[config.mk]
export PLATFORM = sky130hd
export DESIGN_NAME = crc32_engine
export DESIGN_NICKNAME = d
export VERILOG_FILES = /design/src/rtl/crc32_engine.sv
export SDC_FILE = /design/constraint.sdc
export NUM_CORES = 1
export LEC_CHECK = 0
export CAP_MARGIN = 20
export CORE_MARGIN = 10
export CORE_UTILIZATION = 45
export CTS_BUF_LIST = sky130_fd_sc_hd__clkbuf_8
export CTS_CLUSTER_DIAMETER = 120
export DETAILED_ROUTE_END_ITERATION = 10
export GPL_TIMING_DRIVEN = 1
export HOLD_SLACK_MARGIN = 0.06
export PLACE_DENSITY = 0.76
export SKIP_CTS_REPAIR_TIMING = 1
export SLEW_MARGIN = 5
export SYNTH_ARGS = -nofsm -noshare
export SYNTH_HDL_FRONTEND = slang
export SYNTH_SLANG_ARGS = --single-unit
[constraint.sdc]
create_clock -name clk -period 2.22 [get_ports clk]
set_clock_uncertainty 0.2 [all_clocks]
set_input_delay 0.444 -clock clk [delete_from_list [all_inputs] [get_ports clk]]
set_output_delay 0.444 -clock clk [all_outputs]
set_load 0.05 [all_outputs]
[src/rtl/crc32_engine.sv]
// Byte-serial CRC-32 core: MSB-first, non-reflected. It folds 1, 2 or 4 bytes of an
// MSB-aligned word into the running CRC, one byte per clock.
module crc32_engine #(
   parameter logic [31:0] POLY   = 32'h04C11DB7,
   parameter logic [31:0] INIT   = 32'hFFFFFFFF,
   parameter logic [31:0] XOROUT = 32'hFFFFFFFF
) (
   input  logic        clk,
   input  logic        rst,
   input  logic        clear,
   input  logic        in_valid,
   output logic        in_ready,
   input  logic [31:0] in_data,
   input  logic [1:0]  in_size,
   output logic        busy,
   output logic        done,
   output logic [31:0] crc_state,
   output logic [31:0] crc_out
);

   typedef enum logic {IDLE, SHIFT} state_t;

   state_t      state_q, state_d;
   logic [31:0] crc_q, crc_d;
   logic [31:0] shift_q, shift_d;
   logic [2:0]  cnt_q, cnt_d;
   logic        done_q, done_d;

   function automatic logic [31:0] crc_byte(input logic [31:0] crc, input logic [7:0] d);
      logic [31:0] c;
      logic        fb;
      c = crc;
      for (int i = 7; i >= 0; i--) begin
         fb = c[31] ^ d[i];
         c  = {c[30:0], 1'b0} ^ (fb ? POLY : 32'h0);
      end
      return c;
   endfunction

   function automatic logic [2:0] size_to_cnt(input logic [1:0] sz);
      case (sz)
         2'b00:   return 3'd1;
         2'b01:   return 3'd2;
         default: return 3'd4;
      endcase
   endfunction

   always_comb begin
      state_d  = state_q;
      crc_d    = crc_q;
      shift_d  = shift_q;
      cnt_d    = cnt_q;
      done_d   = 1'b0;
      in_ready = (state_q == IDLE) && !clear && !rst;
      case (state_q)
         IDLE: begin
            if (clear) begin
               crc_d = INIT;
            end else if (in_valid && in_ready) begin
               shift_d = in_data;
               cnt_d   = size_to_cnt(in_size);
               state_d = SHIFT;
            end
         end
         SHIFT: begin
            // clear beats the final byte: abort without a done pulse
            if (clear) begin
               crc_d   = INIT;
               cnt_d   = 3'd0;
               state_d = IDLE;
            end else begin
               crc_d   = crc_byte(crc_q, shift_q[31:24]);
               shift_d = {shift_q[23:0], 8'h00};
               cnt_d   = cnt_q - 3'd1;
               if (cnt_q == 3'd1) begin
                  state_d = IDLE;
                  done_d  = 1'b1;
               end
            end
         end
         default: state_d = IDLE;
      endcase
   end

   always_ff @(posedge clk or posedge rst) begin
      if (rst) begin
         state_q <= IDLE;
         crc_q   <= INIT;
         cnt_q   <= 3'd0;
         done_q  <= 1'b0;
      end else begin
         state_q <= state_d;
         crc_q   <= crc_d;
         cnt_q   <= cnt_d;
         done_q  <= done_d;
      end
   end

   // The byte shifter is pure datapath; it is only read while the counter is live.
   always_ff @(posedge clk) begin
      shift_q <= shift_d;
   end

   assign busy      = (state_q == SHIFT);
   assign done      = done_q;
   assign crc_state = crc_q;
   assign crc_out   = crc_q ^ XOROUT;

endmodule

==> out/metrics.yaml, run 1 <==
layout:
  diodes: 0
  layout_common_cells: "54 x buf_4, 43 x xnor2_1, 38 x inv_1, 38 x clkdlybuf4s50_1, 32 x edfxtp_1"
  nNetsFinal: 460
  syn2layout_area_growth_pct: 41.2
  final_common_cell: "buf_4"
  stdcell_count: 530
  drive_gt1_share_pct: 35.3
die:
  die_x_um: 111
  die_area_um2: 12400
  chipHeight_um: 111
  io_pins: 105
  start_util_pct: 45.9
  rows: 33
  fp.coreArea_um2: 8180
power_and_ir_drop:
  swShare_pct: 39.3
  clockPowerShare_pct: 17.8
  netSwitchingPower_mw: 2.12
  peakVddDrop_mv: 0.443
  p_total_mw: 5.40
  internal_power_mw: 3.28
  cellLeakagePower_nw: 2.56
  seq_power_share_pct: 32.3
  power_frac_comb_pct: 49.9
  power_density_nw_per_um2: 1020
placement:
  place_congestion: 0.846
  port_buffers: 104
  place_inst: 514
  hpwl_um: 6970
setup_path:
  cp.buffers_inverters: 0
  path_cells: "xnor2_4 > xnor2_4 > xnor3_1 > xnor3_1 > a211o_1"
  max_stage_delay_ns: 0.67
  worst-setup-path-type: "flop to flop"
  endpoint_kind: "flop"
  cp-start-kind: "flop"
  arrival_ns: 2.23
  crit_family: "XOR/XNOR gates"
  cpMaxStageDelayCell: "dfstp_4"
  crit_fanout: 6
  critPathRequiredTime_ns: 2.28
synth:
  synth_fa_ha_area_share_pct: 0.666
  synth_seq_cells: 69
  synth_top_family_by_area: "XOR/XNOR gates"
  syn_nets: 343
  yosys_warnings: 0
  yosysUniqueCellTypes: 27
  syn_area_per_cell_um2: 12.4
  syn_area_um2: 3760
  synth_compound_area_share_pct: 7.76
  yosys.area_share.simple_pct: 5.63
  muxShareOfSynthArea_pct: 7.46
  synthXorXnorAreaFrac_pct: 22.1
  synth_cells: 303
  yosysSeqAreaShare_pct: 51.3
global_routing:
  grt_overflow: 0
  grt_pass1_vias: 2854
  grt_max_degree: 38
  grt_pass1_wl_um: 15100
  antenna_found_initial: 0
  gr-usage-all-layers_pct: 14.9
sta:
  tightestPinTransition_ns: 0.529
  hold_viol: 0
  rsz0062_at_grt: "false"
  final_max_slew_viol_count: 0
  max_freq_mhz: 461
  whs_ns: 0.309
  setup_viol: 0
  min_period_ns: 2.17
  fin_crit_sh_pct: 97.8
  slew_headroom_pct: 64.7
routing:
  via_count: 2573
  dr.first_iter.drc_count: 83
  drc: 0
  totalWireLength_um: 9140
  dr.pass1.iters: 5
  drt-wirelength-per-cell_um: 17.2
  avgViaCountPerCell: 4.85
  ant_nets: 0
clock_network:
  numCtsBuffers: 9
  htree_levels: 3
  clock_latency_ns: 0.34
  cts_root_buffer: "clkbuf_8"
  cts_tree: "done"
  path_clk_slew_ns: 0.07
  cts.sink_count: 69
  cts_buffer_depth: 2
hold_path:
  hold_path.class: "flop to flop"
run:
  cap_viol_max_count: 0
run_status:
  status: "finished, final reports clean"
==> power groups by stage <==
stage	logic [mW]	clock network (mW)	registers (mW)
final	2.70	0.959	1.74
after global placement	2.68	0	1.76
after detailed placement	2.71	0	1.77
after CTS	2.72	0.984	1.75
after global routing	2.88	1.05	1.77
after floorplan	1.68	0	2.03
==> cell usage after synthesis, drive strengths merged <==
master  instances  area [um^2]
o21ai           3         15.0
o211ai         16          120
edfxtp         32          961
o22ai           3         18.8
clkinv          1         3.75
nand2          21         78.8
nor3b           1         7.51
nor2           14         52.6
inv            36          135
xnor2          58          692
xnor3           3         67.6
ha              2         25.0
dfstp          32          841
buf             2         7.51
nor3            2         10.0
dfrtp           5          125
and3            1         6.26
mux2i           1         10.0
xor2            8         70.1
nor2b           9         56.3
mux2           24          270
a211o          14          123
a21oi           3         15.0
clkbuf         12         45.0
==> worst paths after layout <==
check | start | end | slack [ns] | cells after the start
min in group asynchronous | rst | done | 0.42 | 3
setup reg to reg | crc_state[30] | crc_state[12] | 0.05 | 5
hold / removal | cnt_q[0] | cnt_q[0] | 0.31 | 1
setup / recovery | crc_state[30] | crc_state[12] | 0.05 | 5
hold reg to reg | cnt_q[0] | cnt_q[0] | 0.31 | 1
max in group asynchronous | rst | crc_state[26] | 1.04 | 3
==> routing by layer <==
metal  vias up  track usage, %  wire (um)
met5         -               0          0
met4         0            3.94        105
met3        10            6.33        760
met2        86            24.2       4440
met1      1231            17.7       3830
li1       1246               -          -
==> area by class of cell <==
type	count	area (um^2)
clock buffers	9	124
clock inverters	7	60.1
fillers	632	2870
inverters	37	139
multi-input cells	183	1710
flip-flops and latches	69	1950
well taps	105	131
repair buffers	120	1190
==> cells by family (layout without fill, tap and decap cells) <==
| group | after synthesis | after routing |
|---|---|---|
| mux | 25 | 25 |
| fa+ha+maj | 2 | 2 |
| simple gates | 48 | 48 |
| compound gates | 39 | 39 |
| xor+xnor | 69 | 69 |
| buf+inv | 51 | 173 |
| flops | 69 | 69 |
==> flip-flops by register name, indices dropped and copies added (netlist names) <==
name	cells
shift_q	32
cnt_q	3
crc_state	32
busy	1
done	1
==> through the flow <==
step | setup TNS (ns) | setup slack [ns] | area (um^2) | util [%]
CTS | -2.05 | -0.120 | 5250 | 64.2
finish | 0 | 0.0496 | 5310 | 64.9
detailed placement | 0 | 0.0535 | 5060 | 61.9
global placement | 0 | 0.104 | 5060 | 61.9
global route | 0 | 0.00238 | 5310 | 64.9
floorplan | -0.00551 | -0.00551 | 3840 | -
No activity file was read; power rests on OpenSTA's default activity.
==> run 2, diff against run 1 <==
- PLACE_DENSITY: 0.76 -> 0.79
==> out/metrics.yaml, run 2 (synthesis gave the netlist of run 1 again) <==
sta:
  whs_ns: 0.311
  min_period_ns: 2.16
  setup_viol: 0
  max_freq_mhz: 464
  rsz0062_at_grt: "false"
  slew_headroom_pct: 63.7
  final_max_slew_viol_count: 0
  hold_viol: 0
  fin_crit_sh_pct: 97.1
  tightestPinTransition_ns: 0.544
clock_network:
  cts_buffer_depth: 2
  cts.sink_count: 69
  clock_latency_ns: 0.34
  cts_tree: "done"
  cts_root_buffer: "clkbuf_8"
  path_clk_slew_ns: 0.07
  htree_levels: 3
  numCtsBuffers: 9
setup_path:
  endpoint_kind: "flop"
  crit_family: "XOR/XNOR gates"
  cp.buffers_inverters: 1
  max_stage_delay_ns: 0.67
  cp-start-kind: "flop"
  worst-setup-path-type: "flop to flop"
  critPathRequiredTime_ns: 2.29
  path_cells: "xnor2_4 > xnor2_4 > buf_4 > xor2_1 > xnor2_1 > a211o_1"
  cpMaxStageDelayCell: "dfstp_4"
  arrival_ns: 2.23
  crit_fanout: 5
  r2r_setup_slack_ns: 0.06
  crit_path_frequent_cell: "xnor2_4"
global_routing:
  grt_overflow: 0
  grt_pass1_vias: 2899
  gr-usage-all-layers_pct: 15.0
  grt_pass1_wl_um: 15100
  grt_max_degree: 50
  antenna_found_initial: 0
routing:
  ant_nets: 0
  dr.first_iter.drc_count: 69
  drc: 0
  avgViaCountPerCell: 4.87
  via_count: 2574
  totalWireLength_um: 9420
  drt-wirelength-per-cell_um: 17.8
  dr.pass1.iters: 4
layout:
  layout_common_cells: "52 x buf_4, 44 x xnor2_1, 38 x clkdlybuf4s50_1"
  drive_gt1_share_pct: 35.4
  syn2layout_area_growth_pct: 42.2
  nNetsFinal: 459
  final_common_cell: "buf_4"
  diodes: 0
die:
  die_area_um2: 12400
  io_pins: 105
  fp.coreArea_um2: 8180
  start_util_pct: 45.9
  rows: 33
  die_x_um: 111
  chipHeight_um: 111
run:
  cap_viol_max_count: 0
power_and_ir_drop:
  peakVddDrop_mv: 0.499
  p_total_mw: 5.56
  power_density_nw_per_um2: 1040
  cellLeakagePower_nw: 2.55
run_status:
  status: "finished, final reports clean"
placement:
  place_congestion: 0.788
  hpwl_um: 6950
  port_buffers: 104
hold_path:
  hold_path.class: "flop to flop"
[run 2: layout make-up]
class	count	area, um^2
fillers	658	2840
flip-flops and latches	69	1950
multi-input cells	183	1700
repair buffers	119	1200
inverters	37	139
well taps	105	131
clock buffers	9	124
clock inverters	7	90.1
[run 2: worst paths after layout]
| check | start | end | depth (start not counted) |
|---|---|---|---|
| max | crc_state[29] | crc_state[27] | 6 |
| min | cnt_q[0] | cnt_q[0] | 1 |
| max reg2reg | crc_state[29] | crc_state[27] | 6 |
| min reg2reg | cnt_q[0] | cnt_q[0] | 1 |
| max in group asynchronous | rst | busy | 3 |
| min in group asynchronous | rst | cnt_q[0] | 3 |
[run 2: metrics by stage]
| step | cells | setup TNS, ns | instance area, um^2 | utilization [%] | setup WS (ns) |
|---|---|---|---|---|---|
| final | 529 | 0 | 5340 | 65.3 | 0.0645 |
| after global routing | 529 | 0 | 5340 | 65.3 | 0.00682 |
| after CTS | 529 | -2.23 | 5290 | 64.7 | -0.167 |
| after detailed placement | 513 | 0 | 5080 | 62.1 | 0.0634 |
| after global placement | 513 | 0 | 5080 | 62.1 | 0.0983 |
| after floorplan | 303 | -0.00551 | 3840 | - | -0.00551 |
[run 2: per-layer routing]
layer	vias up	GRT usage, %	share of wire [%]
li1	1241	-	-
met1	1234	17.7	44
met2	85	24.9	48
met3	14	5.69	7.2
met4	0	4.46	1.4
met5	-	0	0
[run 2: power by group]
group / total [mW] / switching (mW) / internal (mW)
Sequential: 1.75 / 0.164 / 1.59
Combinational: 2.69 / 1.51 / 1.19
Clock: 1.12 / 0.492 / 0.626
Total: 5.56 / 2.16 / 3.40
==> run 3, diff against run 2 <==
- CORE_MARGIN: 10 -> unset
- RECOVER_POWER: unset -> 50
==> out/metrics.yaml, run 3 (synthesis gave the netlist of run 1 again) <==
run_status:
  status: "finished, final reports clean"
sta:
  fin_crit_sh_pct: 97.0
  max_freq_mhz: 464
  rsz0062_at_grt: "false"
  setup_viol: 0
  tightestPinTransition_ns: 0.926
  hold_viol: 0
  min_period_ns: 2.15
  final_max_slew_viol_count: 0
  slew_headroom_pct: 38.3
clock_network:
  htree_levels: 3
  cts_tree: "done"
  cts.sink_count: 69
  numCtsBuffers: 9
  path_clk_slew_ns: 0.07
  clock_latency_ns: 0.34
  cts_root_buffer: "clkbuf_8"
  cts_buffer_depth: 2
power_and_ir_drop:
  power_density_nw_per_um2: 1040
  peakVddDrop_mv: 0.402
  p_total_mw: 5.45
  cellLeakagePower_nw: 2.54
setup_path:
  cp-start-kind: "flop"
  endpoint_kind: "flop"
  crit_fanout: 5
  critPathRequiredTime_ns: 2.29
  worst-setup-path-type: "flop to flop"
  arrival_ns: 2.22
layout:
  drive_gt1_share_pct: 30.2
  final_common_cell: "xnor2_1"
  layout_common_cells: "43 x xnor2_1, 39 x inv_1, 37 x clkdlybuf4s50_1"
  syn2layout_area_growth_pct: 38.9
  stdcell_count: 529
  final_util_pct: 66.1
  nNetsFinal: 462
  diodes: 0
global_routing:
  grt_pass1_vias: 2622
  grt_overflow: 0
  gr-usage-all-layers_pct: 20.2
  antenna_found_initial: 0
  grt_max_degree: 72
  grt_pass1_wl_um: 13200
routing:
  dr.first_iter.drc_count: 73
  drt-wirelength-per-cell_um: 15.8
  via_count: 2574
  totalWireLength_um: 8360
  ant_nets: 0
  avgViaCountPerCell: 4.87
  dr.pass1.iters: 4
  drc: 0
die:
  start_util_pct: 47.6
  die_x_um: 93.4
  fp.coreArea_um2: 7890
  die_area_um2: 8720
  rows: 32
  chipHeight_um: 93.4
  io_pins: 105
placement:
  place_congestion: 0.842
  port_buffers: 104
  place_inst: 510
  hpwl_um: 6050
hold_path:
  hold_path.class: "flop to flop"
run:
  cap_viol_max_count: 0
## run 3: layer usage
| metal | vias up | share of wire (%) | track usage [%] | wire [um] |
|---|---|---|---|---|
| met5 | - | 0 | 0 | 0 |
| met4 | 0 | 1.1 | 6.15 | 95 |
| met3 | 10 | 7.5 | 5.45 | 628 |
| met2 | 90 | 48 | 33.3 | 4010 |
| met1 | 1222 | 43 | 26.0 | 3620 |
| li1 | 1252 | - | - | - |
## run 3: area by class of cell
type	count	area [um^2]
fill	617	2670
sequential	69	1950
multi-input combinational	183	1710
timing repair buffer	122	1100
clock buffer	11	151
inverter	37	139
tap	102	128
clock inverter	5	46.3
## run 3: metrics by stage
stage | TNS, ns | hold slack, ns | area (um^2) | worst slack, ns
4_1_cts | -1.97 | 0.330 | 5230 | -0.108
6_report | 0 | 0.328 | 5220 | 0.0661
5_1_grt | 0 | 0.346 | 5220 | 0.000351
3_5_place_dp | 0 | 0.320 | 5030 | 0.0800
3_3_place_gp | 0 | 0.295 | 5030 | 0.0921
2_1_floorplan | -0.00551 | 0.273 | 3840 | -0.00551
## run 3: final timing paths
kind	slack, ns	to	start	cells after the start
hold / removal	0.33	crc_state[7]	crc_state[7]	2
max in group asynchronous	0.56	busy	rst	3
setup reg to reg	0.07	crc_state[27]	shift_q[28]	6
hold reg to reg	0.33	crc_state[7]	crc_state[7]	2
setup / recovery	0.07	crc_state[27]	shift_q[28]	6
min in group asynchronous	0.69	cnt_q[0]	rst	3
## run 3: power breakdown
part / total, mW / switching (mW) / leakage, nW / internal, mW
sequential: 1.73 / 0.146 / 0.700 / 1.58
clock: 1.03 / 0.465 / 0.113 / 0.567
combinational: 2.68 / 1.54 / 1.72 / 1.15
## run 3: worst max-delay path, stage by stage (launching register included)
cell and delay, ns:
edfxtp_1 0.49, xnor2_4 0.38, xnor2_4 0.19, buf_4 0.20, xor2_1 0.19, xnor2_1 0.12
a211o_1 0.30
